===== src/rtl/seq_mux_scan.sv =====
`default_nettype none
// ============================================================================
//  Module      : seq_mux_scan
//  Description : N-channel, W-bit registered multiplexer with two modes.
//                DIRECT routes the channel named by sel. SCAN routes the
//                channel named by an internal pointer that can be loaded or
//                stepped round-robin, with a one-cycle wrap pulse.
//                Optional macro SEQ_MUX_SCAN_HOLD_EN adds a hold input that
//                freezes the pointer, the outputs and the mode edge detector.
//  Revision    : 1.0  initial release
// ============================================================================
module seq_mux_scan #(
    parameter int N_CH  = 16,
    parameter int W     = 1,
    parameter int SEL_W = 4
) (
    input  logic                clk,
    input  logic                rst_n,
    input  logic [N_CH*W-1:0]   in_data,
    input  logic [SEL_W-1:0]    sel,
    input  logic                mode,
    input  logic                load,
    input  logic                step_en,
`ifdef SEQ_MUX_SCAN_HOLD_EN
    input  logic                hold,
`endif
    output logic [W-1:0]        out_data,
    output logic                out_valid,
    output logic [SEL_W-1:0]    out_ch,
    output logic                wrap
);

    // Every select code gets a slot; codes past the last real channel read
    // as zero, so out-of-range selects need no extra masking downstream.
    localparam int               c_n_slots = 1 << SEL_W;
    localparam logic [SEL_W:0]   c_n_ch    = (SEL_W+1)'(N_CH);
    localparam logic [SEL_W-1:0] c_last    = SEL_W'(N_CH - 1);

    logic [W-1:0]     w_chan [c_n_slots];
    logic             w_hold;
    logic             w_sel_ok;
    logic [SEL_W-1:0] w_sel_clamp;
    logic             w_ptr_last;
    logic [SEL_W-1:0] w_ptr_next;
    logic             w_mode_rise;

    logic [SEL_W-1:0] r_ptr;
    logic             r_mode_q;
    logic [W-1:0]     r_out_data;
    logic             r_out_valid;
    logic [SEL_W-1:0] r_out_ch;
    logic             r_wrap;

    // Unpack the flat input bus into per-slot channel words.
    generate
        for (genvar c = 0; c < c_n_slots; c++) begin : g_ch
            if (c < N_CH) begin : g_used
                assign w_chan[c] = in_data[c*W +: W];
            end else begin : g_unused
                assign w_chan[c] = '0;
            end
        end
    endgenerate

`ifdef SEQ_MUX_SCAN_HOLD_EN
    assign w_hold = hold;
`else
    assign w_hold = 1'b0;
`endif

    assign w_sel_ok    = ({1'b0, sel} < c_n_ch);
    assign w_sel_clamp = w_sel_ok ? sel : '0;
    assign w_ptr_last  = (r_ptr == c_last);
    assign w_ptr_next  = w_ptr_last ? '0 : r_ptr + SEL_W'(1);
    assign w_mode_rise = mode & ~r_mode_q;

    // Scan pointer, mode edge detector and wrap pulse; only SCAN moves the pointer.
    always_ff @(posedge clk or negedge rst_n) begin
        if (!rst_n) begin
            r_ptr    <= '0;
            r_mode_q <= 1'b0;
            r_wrap   <= 1'b0;
        end else if (w_hold) begin
            r_wrap   <= 1'b0;
        end else begin
            r_mode_q <= mode;
            r_wrap   <= 1'b0;
            if (mode) begin
                // Entering SCAN and load both restart from sel; load beats step.
                if (w_mode_rise || load) begin
                    r_ptr <= w_sel_clamp;
                end else if (step_en) begin
                    r_ptr  <= w_ptr_next;
                    r_wrap <= w_ptr_last;
                end
            end
        end
    end

    // Output register: SCAN reports the pointer value held before this edge.
    always_ff @(posedge clk or negedge rst_n) begin
        if (!rst_n) begin
            r_out_data  <= '0;
            r_out_valid <= 1'b0;
            r_out_ch    <= '0;
        end else if (!w_hold) begin
            if (mode) begin
                r_out_data  <= w_chan[r_ptr];
                r_out_valid <= 1'b1;
                r_out_ch    <= r_ptr;
            end else begin
                r_out_data  <= w_chan[sel];
                r_out_valid <= w_sel_ok;
                r_out_ch    <= sel;
            end
        end
    end

    assign out_data  = r_out_data;
    assign out_valid = r_out_valid;
    assign out_ch    = r_out_ch;
    assign wrap      = r_wrap;

endmodule
`default_nettype wire

===== config.mk =====
export PLATFORM = sky130hd
export DESIGN_NAME = seq_mux_scan
export DESIGN_NICKNAME = d
export VERILOG_FILES = /design/src/rtl/seq_mux_scan.sv
export SDC_FILE = /design/constraint.sdc
export NUM_CORES = 1
export LEC_CHECK = 0
export ABC_AREA = 1
export CAP_MARGIN = 15
export CORE_AREA = 3 3 52 54
export CTS_BUF_LIST = sky130_fd_sc_hd__clkbuf_8 sky130_fd_sc_hd__clkbuf_16
export DETAILED_ROUTE_END_ITERATION = 6
export DIE_AREA = 0 0 55 57
export GPL_TIMING_DRIVEN = 0
export PLACE_DENSITY = 0.82
export SKIP_CTS_REPAIR_TIMING = 1
export SYNTH_ARGS = -nofsm -noshare
export SYNTH_HDL_FRONTEND = slang
export SYNTH_SLANG_ARGS = --single-unit

===== constraint.sdc =====
create_clock -name clk -period 1.3 [get_ports clk]
set_clock_uncertainty 0.1 [all_clocks]
set_input_delay 0.325 -clock clk [delete_from_list [all_inputs] [get_ports clk]]
set_output_delay 0.325 -clock clk [all_outputs]
set_load 0.005 [all_outputs]

==> impl_metrics.csv <==
group,metric,value,unit
status,status,"complete, but fails checks",
status,failed_checks,"setup timing",
sta,layout_min_cycle_time,1.353,ns
synthesis,yosysSeqAreaShare,0.3443,
placement,dp_hpwl,1924,um
synthesis,avgSynthCellArea,6.508,sq um
worst_setup_path,rrSetupSlack,-0.05,ns
clock_network,clockRootBuffer,"clkbuf_8",
detailed_routing,wl_per_cell,13.97,um
worst_setup_path,critical_path_class,"flop to flop",
clock_network,cts.sinks,12,
synthesis,synthSimpleGateAreaFrac,0.4003,
floorplan,initial_utilization,0.3868,
worst_setup_path,crit_family,"flip-flops",
synthesis,ys_warn_count,0,
worst_setup_path,crit_buf_inv,3,
worst_setup_path,ff2ff_path_depth,10,
worst_setup_path,cp.required,1.34,ns
synthesis,ys_types,22,
synthesis,synthMostInstantiatedCell,"nand2_1",
clock_network,clock_latency,0.24,ns
worst_setup_path,crit_path_start_kind,"flop",
placement,placed_cell_area,1207,sq um
sta,relSlewSlack,0.6368,
clock_network,clk_pin_slew_worst_paths,0.05,ns
power,p_leak,0.7311,nW
synthesis,yosys.area.top_type,"dfrtp_1",
sta,hold_viol_final,0,
detailed_routing,drc,0,
synthesis,ys_top_cells_by_count,"nand2_1 (45), nand3_1 (19), nor2_1 (13)",
worst_setup_path,arrival,1.39,ns
sta,period_share,1.041,
synthesis,yosysTopAreaCellShare,0.3443,
worst_setup_path,slowest_stage,"dfrtp_2",
cells_and_area,fin_area,1383,sq um
cells_and_area,final_cells,202,
worst_setup_path,crit_chain,"clkinvlp_4 > buf_6 > nand2_2 > nand4_1 > nand2_1 > nor2_1 > nand2_1 > nand2_1 > inv_1 > nand2_1",
synthesis,syn_nets,160,
placement,portBuffers,30,
sta,setup_viol,2,
detailed_routing,via_per_inst,5.317,
synthesis,synth_compound_area_frac,0.1406,
worst_hold_path,hold_depth,1,
placement,dp.cells,192,
sta,setup_slack,-0.05274,ns
sta,rsz0062_at_grt,"true",
synthesis,syn_area,872.1,sq um
worst_setup_path,crit_path_end_kind,"flop",
floorplan,core,2255,sq um
global_routing,grt_pass1_vias,997,
sta,finalMaxSlewViolations,0,
floorplan,dieWidth,55,um
detailed_routing,first_pass_iters,4,
worst_setup_path,cp-startpoint,"r_ptr[0]",
clock_network,clockBufferDepth,2,
sta,fin_hold_ws,0.1592,ns
floorplan,die_y,57,um
synthesis,synthArstFlopShare,1.000,
synthesis,synthAdderAreaFrac,0.01435,
placement,gp_congestion,0.8662,
worst_setup_path,critPathMaxFanout,5,
worst_setup_path,cp_common_cell,"nand2_1",
power,vdd_ir_drop_max,0.0006309,V
cells_and_area,utilization,0.6132,
sta,fmax,739.2,MHz
power,power.density,958.5,nW/um^2
synthesis,synth_top_family_by_area,"simple AND/OR/NAND/NOR gates",
synthesis,synth-edff-count,0,
cells_and_area,area_growth,58.54,%
floorplan,rows,17,
job,max_cap_viol_count,0,
worst_setup_path,slowest_delay,0.43,ns
clock_network,cts_tree,"built",
worst_hold_path,hold_class,"primary input to flop",
synthesis,ys.flop_type,"dfrtp_1",
floorplan,pin_count,32,
synthesis,synth_area_leaders,"dfrtp_1 (34%), nand2_1 (19%), nand3_1 (11%)",
worst_hold_path,hold_end,"r_mode_q",
clock_network,ctsHtreeMaxLevel,1,
global_routing,grt_usage,0.1750,
cells_and_area,n_antenna_cell,0,
synthesis,synth_mux_area_frac,0,
global_routing,grt_max_degree,13,
clock_network,numCtsBuffers,3,
worst_setup_path,r2r-end,"out_data",
global_routing,grt_pass1_wl,4084,um
sta,worst_pin_slew,0.5431,ns
global_routing,grt_overflow_total,0,
detailed_routing,drt_iter0_drc,38,
synthesis,synth_xor_xnor_area_share,0,
synthesis,synth-seq-cells,12,
floorplan,fp.dieArea,3135,sq um
cells_and_area,nNetsFinal,202,
global_routing,antenna_found_initial,0,
detailed_routing,antenna_left,0,
detailed_routing,routed_wl,2821,um
detailed_routing,vias,1074,
synthesis,synth_cells,134,
cells_and_area,drive_gt1_frac,0.1897,
worst_hold_path,worstHoldStart,"mode",
worst_setup_path,rr_startpoint,"r_ptr[0]",
[cell families (layout without fill, tap and decap cells)]
group           count (synthesis)  count (layout)
fa+ha+maj                       1               1
simple gates                   82              82
compound gates                 20              20
buf+inv                        18              58
other cells                     1               1
flops                          12              12
[where the power goes]
| group | internal, mW | leakage (nW) | switching [mW] |
|---|---|---|---|
| clock | 0.204 | 0.0216 | 0.134 |
| sequential | 0.423 | 0.143 | 0.0443 |
| combinational | 0.255 | 0.567 | 0.264 |
| total | 0.882 | 0.731 | 0.443 |
[through the flow]
step / setup TNS [ns] / total power [mW] / worst slack [ns]
6_report: -0.05916 / 1.325 / -0.05274
5_1_grt: -0.3713 / 1.410 / -0.1573
4_1_cts: -2.756 / 1.225 / -0.3438
3_5_place_dp: -3.182 / 0.8966 / -0.5825
3_3_place_gp: -2.795 / 0.8816 / -0.5248
2_1_floorplan: 0 / 0.6944 / 0.05737
[area by class of cell]
type | instances | area [sq um]
multi-input combinational | 104 | 528.0
clock buffer | 3 | 41.29
timing repair buffer | 37 | 381.6
sequential | 12 | 302.8
fill | 207 | 872.1
buffer | 4 | 32.53
inverter | 14 | 61.31
tap | 28 | 35.03
[sequential cells by signal, indices dropped and copies added (netlist names)]
| signal | count |
|---|---|
| out_ch | 4 |
| r_ptr | 4 |
| out_data | 1 |
| out_valid | 1 |
| r_mode_q | 1 |
| wrap | 1 |
[how the worst max path moves through the flow]
| stage | endpoint | slack [ns] | cells past startpoint |
|---|---|---|---|
| 2_1_floorplan | r_ptr[0] | 0.06 | 8 |
| 3_3_place_gp | r_ptr[1] | -0.52 | 7 |
| 3_5_place_dp | r_ptr[1] | -0.58 | 7 |
| 4_1_cts | r_ptr[1] | -0.34 | 7 |
| 5_1_grt | out_data | -0.16 | 10 |
| 6_report | out_data | -0.05 | 10 |
[worst register-to-register path, cell delays in order (launching register included)]
cell and delay [ns]:
dfrtp_2 0.43, clkinvlp_4 0.15, buf_6 0.15, nand2_2 0.05
nand4_1 0.07, nand2_1 0.08, nor2_1 0.04, nand2_1 0.05
nand2_1 0.05, inv_1 0.04, nand2_1 0.04
[layer usage]
| metal | wire length (um) | share of wire | vias up | GRT usage |
|---|---|---|---|---|
| li1 | - | - | 514 | - |
| met1 | 1016 | 0.36 | 500 | 0.2016 |
| met2 | 1432 | 0.51 | 49 | 0.2973 |
| met3 | 232 | 0.082 | 11 | 0.03916 |
| met4 | 140 | 0.050 | 0 | 0.07986 |
| met5 | 0 | 0 | - | 0 |
[layout by cell type, fill, tap and decap left out]
| cell | synthesis | final |
|---|---|---|
| dfrtp_1 | 12 | 10 |
| nor2_1 | 13 | 13 |
| inv_1 | 12 | 8 |
| nand4_1 | 2 | 2 |
| o21ai_1 | 2 | 6 |
| clkbuf_8 | 0 | 3 |
| inv_6 | 1 | 1 |
| buf_2 | 3 | 2 |
| dfrtp_2 | 0 | 2 |
| inv_2 | 1 | 4 |
| nand2_1 | 45 | 41 |
| buf_4 | 0 | 6 |
| conb_1 | 1 | 1 |
| a21oi_1 | 2 | 2 |
| dlymetal6s2s_1 | 0 | 10 |
| clkinvlp_4 | 0 | 1 |
| o21ai_0 | 10 | 5 |
| nand3_2 | 0 | 1 |
| o211ai_1 | 3 | 3 |
| buf_6 | 1 | 3 |
| nand3_1 | 19 | 18 |
| nor2_4 | 1 | 2 |
| clkdlybuf4s50_1 | 0 | 20 |
| a31oi_1 | 1 | 1 |
| o21ai_2 | 0 | 1 |
| o21bai_2 | 0 | 1 |
| a21oi_4 | 1 | 1 |
| nor4_1 | 1 | 1 |
| ha_4 | 0 | 1 |
| nand2_2 | 0 | 4 |
No activity file was read; power rests on OpenSTA's default activity.
